==> config.mk <==
export PLATFORM = sky130hd
export DESIGN_NAME = cache_fill_ctrl
export DESIGN_NICKNAME = d
export VERILOG_FILES = /design/src/rtl/cache_fill_ctrl.sv
export SDC_FILE = /design/constraint.sdc
export NUM_CORES = 1
export LEC_CHECK = 0
export ABC_AREA = 0
export CAP_MARGIN = 0
export CORE_MARGIN = 3
export CORE_UTILIZATION = 42
export CTS_BUF_LIST = sky130_fd_sc_hd__clkbuf_16
export DETAILED_ROUTE_END_ITERATION = 6
export PLACE_DENSITY = 0.76
export SYNTH_ARGS = -nofsm -noshare
export SYNTH_HDL_FRONTEND = slang
export SYNTH_SLANG_ARGS = --single-unit
export TNS_END_PERCENT = 10
==> constraint.sdc <==
create_clock -name clk -period 1.75 [get_ports clk]
set_input_delay 0.175 -clock clk [delete_from_list [all_inputs] [get_ports clk]]
set_output_delay 0.175 -clock clk [all_outputs]
set_load 0.03 [all_outputs]
==> src/rtl/cache_fill_ctrl.sv <==
// -----------------------------------------------------------------------------
// cache_fill_ctrl
//
// Controller between the CPU load/store path and a 128-byte direct-mapped
// cache (tag = addr[15:7], index = addr[6:0]). Reads probe the cache and, on
// a miss, fetch the byte from main memory over a req/ack handshake and fill
// the cache line. Writes are write-through: the cache line is written first,
// then the byte is sent to memory. Read hits and read misses are tallied in
// saturating 16-bit counters.
//
// Ports
//   clk, rst                 system clock (shared with the cache), async
//                            active-high reset
//   cpu_req/we/addr/wdata    CPU request, held until cpu_done; fields are
//                            captured when the request is accepted in IDLE
//   cpu_rdata/done/err       one-cycle completion pulse with read data and
//                            memory-timeout flag
//   c_address/c_w_rd         cache address and write/read select
//   c_hit/c_rdata            cache hit flag and read data
//   c_wdata/c_data_oe        cache write data and bus drive enable
//   mem_req/we/addr/wdata    memory request, held until mem_ack
//   mem_ack/mem_rdata        memory acknowledge with same-cycle read data
//   hit_cnt/miss_cnt         saturating read hit / read miss counters
// -----------------------------------------------------------------------------
module cache_fill_ctrl #(
    parameter int unsigned TIMEOUT = 255
) (
    input  logic        clk,
    input  logic        rst,
    input  logic        cpu_req,
    input  logic        cpu_we,
    input  logic [15:0] cpu_addr,
    input  logic [7:0]  cpu_wdata,
    output logic [7:0]  cpu_rdata,
    output logic        cpu_done,
    output logic        cpu_err,
    output logic [15:0] c_address,
    output logic        c_w_rd,
    input  logic        c_hit,
    input  logic [7:0]  c_rdata,
    output logic [7:0]  c_wdata,
    output logic        c_data_oe,
    output logic        mem_req,
    output logic        mem_we,
    output logic [15:0] mem_addr,
    output logic [7:0]  mem_wdata,
    input  logic        mem_ack,
    input  logic [7:0]  mem_rdata,
    output logic [15:0] hit_cnt,
    output logic [15:0] miss_cnt
);

    typedef enum logic [2:0] {
        IDLE   = 3'd0,
        PROBE  = 3'd1,
        LOOKUP = 3'd2,
        FILL   = 3'd3,
        MREQ   = 3'd4,
        DONE   = 3'd5
    } state_t;

    localparam logic [15:0] TMO_LAST = 16'(TIMEOUT - 1);

    state_t      state_q;
    state_t      state_d;

    logic [15:0] addr_q;
    logic        we_q;
    logic [7:0]  wdata_q;
    logic [7:0]  data_q;
    logic        err_q;
    logic [15:0] tmo_q;

    logic        accept;
    logic        hit_ev;
    logic        miss_ev;
    logic        ack_ev;
    logic        tmo_ev;

    function automatic logic [15:0] sat_inc(input logic [15:0] v);
        return (v == 16'hFFFF) ? v : v + 16'd1;
    endfunction

    // The cache only ever sees the captured request address; between
    // transactions it simply keeps the last one.
    assign c_address = addr_q;

    // -------------------------------------------------------------------------
    // State register
    // -------------------------------------------------------------------------
    always_ff @(posedge clk or posedge rst) begin
        if (rst) begin
            state_q <= IDLE;
        end else begin
            state_q <= state_d;
        end
    end

    // -------------------------------------------------------------------------
    // Next state, outputs and per-cycle events
    // -------------------------------------------------------------------------
    always_comb begin
        state_d   = state_q;
        accept    = 1'b0;
        hit_ev    = 1'b0;
        miss_ev   = 1'b0;
        ack_ev    = 1'b0;
        tmo_ev    = 1'b0;
        cpu_rdata = 8'h00;
        cpu_done  = 1'b0;
        cpu_err   = 1'b0;
        c_w_rd    = 1'b0;
        c_wdata   = 8'h00;
        c_data_oe = 1'b0;
        mem_req   = 1'b0;
        mem_we    = 1'b0;
        mem_addr  = 16'h0000;
        mem_wdata = 8'h00;

        unique case (state_q)
            IDLE: begin
                if (cpu_req) begin
                    accept  = 1'b1;
                    state_d = cpu_we ? FILL : PROBE;
                end
            end

            PROBE: begin
                state_d = LOOKUP;
            end

            LOOKUP: begin
                // An X on c_hit takes the else branch, so it is a miss.
                if (c_hit == 1'b1) begin
                    hit_ev  = 1'b1;
                    state_d = DONE;
                end else begin
                    miss_ev = 1'b1;
                    state_d = MREQ;
                end
            end

            MREQ: begin
                mem_req   = 1'b1;
                mem_we    = we_q;
                mem_addr  = addr_q;
                mem_wdata = we_q ? wdata_q : 8'h00;
                if (mem_ack) begin
                    ack_ev  = 1'b1;
                    state_d = we_q ? DONE : FILL;
                end else if (tmo_q == TMO_LAST) begin
                    tmo_ev  = 1'b1;
                    state_d = DONE;
                end
            end

            FILL: begin
                c_w_rd    = 1'b1;
                c_data_oe = 1'b1;
                c_wdata   = we_q ? wdata_q : data_q;
                state_d   = we_q ? MREQ : DONE;
            end

            DONE: begin
                cpu_done  = 1'b1;
                cpu_rdata = data_q;
                cpu_err   = err_q;
                state_d   = IDLE;
            end

            default: begin
                state_d = IDLE;
            end
        endcase
    end

    // -------------------------------------------------------------------------
    // Control registers: captured request, error flag, timeout, counters
    // -------------------------------------------------------------------------
    always_ff @(posedge clk or posedge rst) begin
        if (rst) begin
            addr_q   <= 16'h0000;
            we_q     <= 1'b0;
            err_q    <= 1'b0;
            tmo_q    <= 16'h0000;
            hit_cnt  <= 16'h0000;
            miss_cnt <= 16'h0000;
        end else begin
            if (accept) begin
                addr_q <= cpu_addr;
                we_q   <= cpu_we;
            end

            if (tmo_ev) begin
                err_q <= 1'b1;
            end else if (accept || state_q == DONE) begin
                err_q <= 1'b0;
            end

            // Held at zero outside MREQ, so it starts from zero on every entry.
            if (state_q != MREQ) begin
                tmo_q <= 16'h0000;
            end else if (!mem_ack) begin
                tmo_q <= tmo_q + 16'd1;
            end

            if (hit_ev) begin
                hit_cnt <= sat_inc(hit_cnt);
            end
            if (miss_ev) begin
                miss_cnt <= sat_inc(miss_cnt);
            end
        end
    end

    // -------------------------------------------------------------------------
    // Data registers: write byte and returned byte. Both only reach the
    // outputs through state-gated paths, so they carry no reset. The returned
    // byte is cleared at accept so writes and timeouts report 0x00.
    // -------------------------------------------------------------------------
    always_ff @(posedge clk) begin
        if (accept) begin
            wdata_q <= cpu_wdata;
            data_q  <= 8'h00;
        end else if (hit_ev) begin
            data_q <= c_rdata;
        end else if (ack_ev && !we_q) begin
            data_q <= mem_rdata;
        end
    end

endmodule

==> flow_summary.json <==
{
  "outcome": "finished, violations left",
  "violations": "setup timing",
  "die_w_um": 107,
  "dr.pass1.iters": 4,
  "cp_slowest_cell": "or3b_4",
  "p_leak_nw": 3.04,
  "crit_chain": "or3b_4 -> inv_8 -> and3_4 -> buf_6",
  "coreArea_um2": 9820,
  "ys.flop_type": "dfrtp_1",
  "hp-class": "primary input to async pin",
  "cts_hold_buf": 0,
  "cts_max_level": 3,
  "worstReg2RegEnd": "tmo_q[14]",
  "antenna_found_initial": 1,
  "drive_above_1_share_pct": 36.1,
  "period_share_pct": 109,
  "dpl.hpwl_um": 8040,
  "yosysSeqAreaShare_pct": 49.8,
  "grt_pass1_wl_um": 18700,
  "ys_seq_elements": 85,
  "rows": 36,
  "crit_start": "state_q[0]",
  "ir_worst_vdd_v": 0.000729,
  "grt_usage_pct": 20.6,
  "wl_per_cell_um": 16.4,
  "grt_max_degree": 29,
  "p_total_mw": 9.19,
  "antenna_left": 0,
  "pre_cts_ws_ns": -0.175,
  "async_reset_ff_share_pct": 81.2,
  "io_pins": 140,
  "multiInputGateArea_um2": 2220,
  "final_area_um2": 6790,
  "place_congestion": 0.851,
  "area_growth_pct": 59.0,
  "min_period_ns": 1.91,
  "fillers": 765,
  "critical_path.max_fanout": 7,
  "r2r-start": "tmo_q[0]",
  "whs_ns": 0.235,
  "synthCells": 395,
  "crit_required_ns": 1.57,
  "portBuffers": 139,
  "vias": 3747,
  "yosys_warnings": 0,
  "cp-start-kind": "flop",
  "r2r_setup_slack_ns": -0.06,
  "root_buffer": "clkbuf_16",
  "reg2regPathDepth": 6,
  "drv_slew": 0,
  "powerDensity_nw_per_um2": 1350,
  "fp.dieH_um": 107,
  "setup_slack_ns": -0.159,
  "hold_viol_final": 0,
  "drc": 0,
  "clk_pin_slew_ns": 0.06,
  "grt_pass1_vias": 3822,
  "cts.sinks": 85,
  "avgSynthCellArea_um2": 10.8,
  "dpl_cell_area_um2": 6080,
  "maxCapViolCount": 0,
  "critPathKind": "flop to output pin",
  "clk_path_buf_depth": 2,
  "drtIter0Drc": 138,
  "setup_violations": 40,
  "clkLatencyLatePin_ns": 0.34,
  "diodes": 0,
  "max_stage_delay_ns": 0.53,
  "cts_tree": "built",
  "seq_area_um2": 2150,
  "synth_nets": 445,
  "cp-end-kind": "output pin",
  "dieArea_um2": 11400,
  "fin_worst_skew_ns": 0.0109,
  "start_util_pct": 43.5,
  "rsz0062_at_grt": "true",
  "cts_made_buffers": 9,
  "viasPerCell": 5.22,
  "gr-total-overflow": 0,
  "tightest_slew_ns": 0.523,
  "synth_edf_count": 8,
  "final_nets": 630,
  "syn_area_um2": 4270,
  "max_slew_margin_pct": 65.0,
  "ys_types": 52,
  "worstPathArrival_ns": 1.73,
  "totalWireLength_um": 11800,
  "fmax_mhz": 524
}
[Yosys cell counts (all sizes together), types with 4 or more instances]
cell type / n / area share (%)
dfxtp: 8 / 3.8
or4b: 4 / 0.94
mux2i: 17 / 4.0
o21ai: 6 / 0.79
ha: 4 / 1.2
and2: 26 / 3.8
xor2: 26 / 5.3
nand3: 13 / 1.6
mux2: 19 / 5.0
clkbuf: 7 / 0.64
nand4: 18 / 2.6
and3: 15 / 2.2
inv: 8 / 0.70
or3: 5 / 0.73
buf: 11 / 1.7
a21oi: 11 / 1.3
and4: 4 / 0.82
xnor2: 12 / 2.5
nand2: 13 / 1.1
a211oi: 8 / 1.4
dfrtp: 69 / 40
nor3: 14 / 1.6
nor4: 6 / 1.7
edfxtp: 8 / 5.6
nor2: 44 / 3.9
[layer usage]
metal / global-route usage, % / routed length (um) / vias to the layer above
met4: 7.67 / 202 / 0
li1: - / - / 1773
met1: 25.9 / 4980 / 1841
met5: 0 / 0 / -
met2: 35.0 / 5970 / 117
met3: 4.33 / 603 / 16
[cell usage in the layout (no fill, tap or decap), types with 8 or more instances in the layout]
master           netlist  routed
mux2_2                19      18
a21oi_1               11       9
buf_4                  2      62
and2_1                26       8
dfrtp_2                0      16
nand3_1               12      12
edfxtp_1               8       8
dfrtp_1               69      53
clkbuf_16              0      10
nor2_1                44      41
xor2_1                26      26
and3_1                15       8
a211oi_1               8       8
xnor2_1               12      12
mux2i_1               17      17
and2_4                 0      12
nor3_1                14       9
dfxtp_1                8       8
clkdlybuf4s50_1        0      93
buf_6                  2      30
nand4_1               18      18
nand2_1               13      12
[worst max-delay path, delay by kind of cell (launching register included)]
family / cells / cell delay [ns]
simple gates: 2 / 0.72
flops: 1 / 0.43
buf+inv: 2 / 0.25
[final cells by class]
cell class	instances	area share (%)
multi-input cells	284	32.8
clock buffers	10	3.69
repair inverters	2	0.405
repair buffers	190	27.0
flip-flops and latches	85	31.6
inverters	8	0.608
clock inverters	6	1.44
well taps	133	2.45
[where the power goes]
part | leakage, nW | internal, mW | switching, mW | total, mW
logic | 1.84 | 1.96 | 2.21 | 4.17
registers | 1.03 | 2.45 | 0.383 | 2.84
clock network | 0.171 | 1.36 | 0.821 | 2.18
[cells by family after synthesis]
family | after synthesis | share of synthesized area, %
flip-flops | 85 | 49.8
adder cells (fa/ha/maj) | 4 | 1.17
AO/OA/AOI/OAI | 32 | 4.81
buffers and inverters | 26 | 3.02
XOR/XNOR | 38 | 7.80
multiplexers | 36 | 9.00
AND/OR/NAND/NOR | 174 | 24.4
[sequential cells by signal, summed over array words and instances, names as in the netlist]
signal and flops:
state_q 3, wdata_q 8, data_q 8, err_q 1
hit_cnt 16, tmo_q 16, c_address 16, miss_cnt 16
we_q 1
[how the worst max path moves through the flow]
stage / to / slack, ns / cells after the start
global placement: tmo_q[13] / -0.13 / 5
global route: mem_wdata[6] / -0.21 / 4
floorplan: wdata_q[0] / -0.12 / 3
CTS: mem_addr[1] / -0.16 / 4
finish: mem_wdata[6] / -0.16 / 4
detailed placement: tmo_q[15] / -0.18 / 5
[metrics by stage]
stage,setup TNS (ns),util [%],std cells
5_1_grt,-6.57,69.1,718
6_report,-3.44,69.1,718
2_1_floorplan,-1.25,-,395
4_1_cts,-4.99,66.9,715
3_5_place_dp,-2.32,61.9,694
3_3_place_gp,-1.16,61.9,694
[what timing repair did]
action,CTS,global route
resized for setup,33,45
setup buffers,3,3
setup endpoints to repair,64,75
pin swaps,10,23
gates cloned,2,0
No activity file was read; power rests on OpenSTA's default activity.
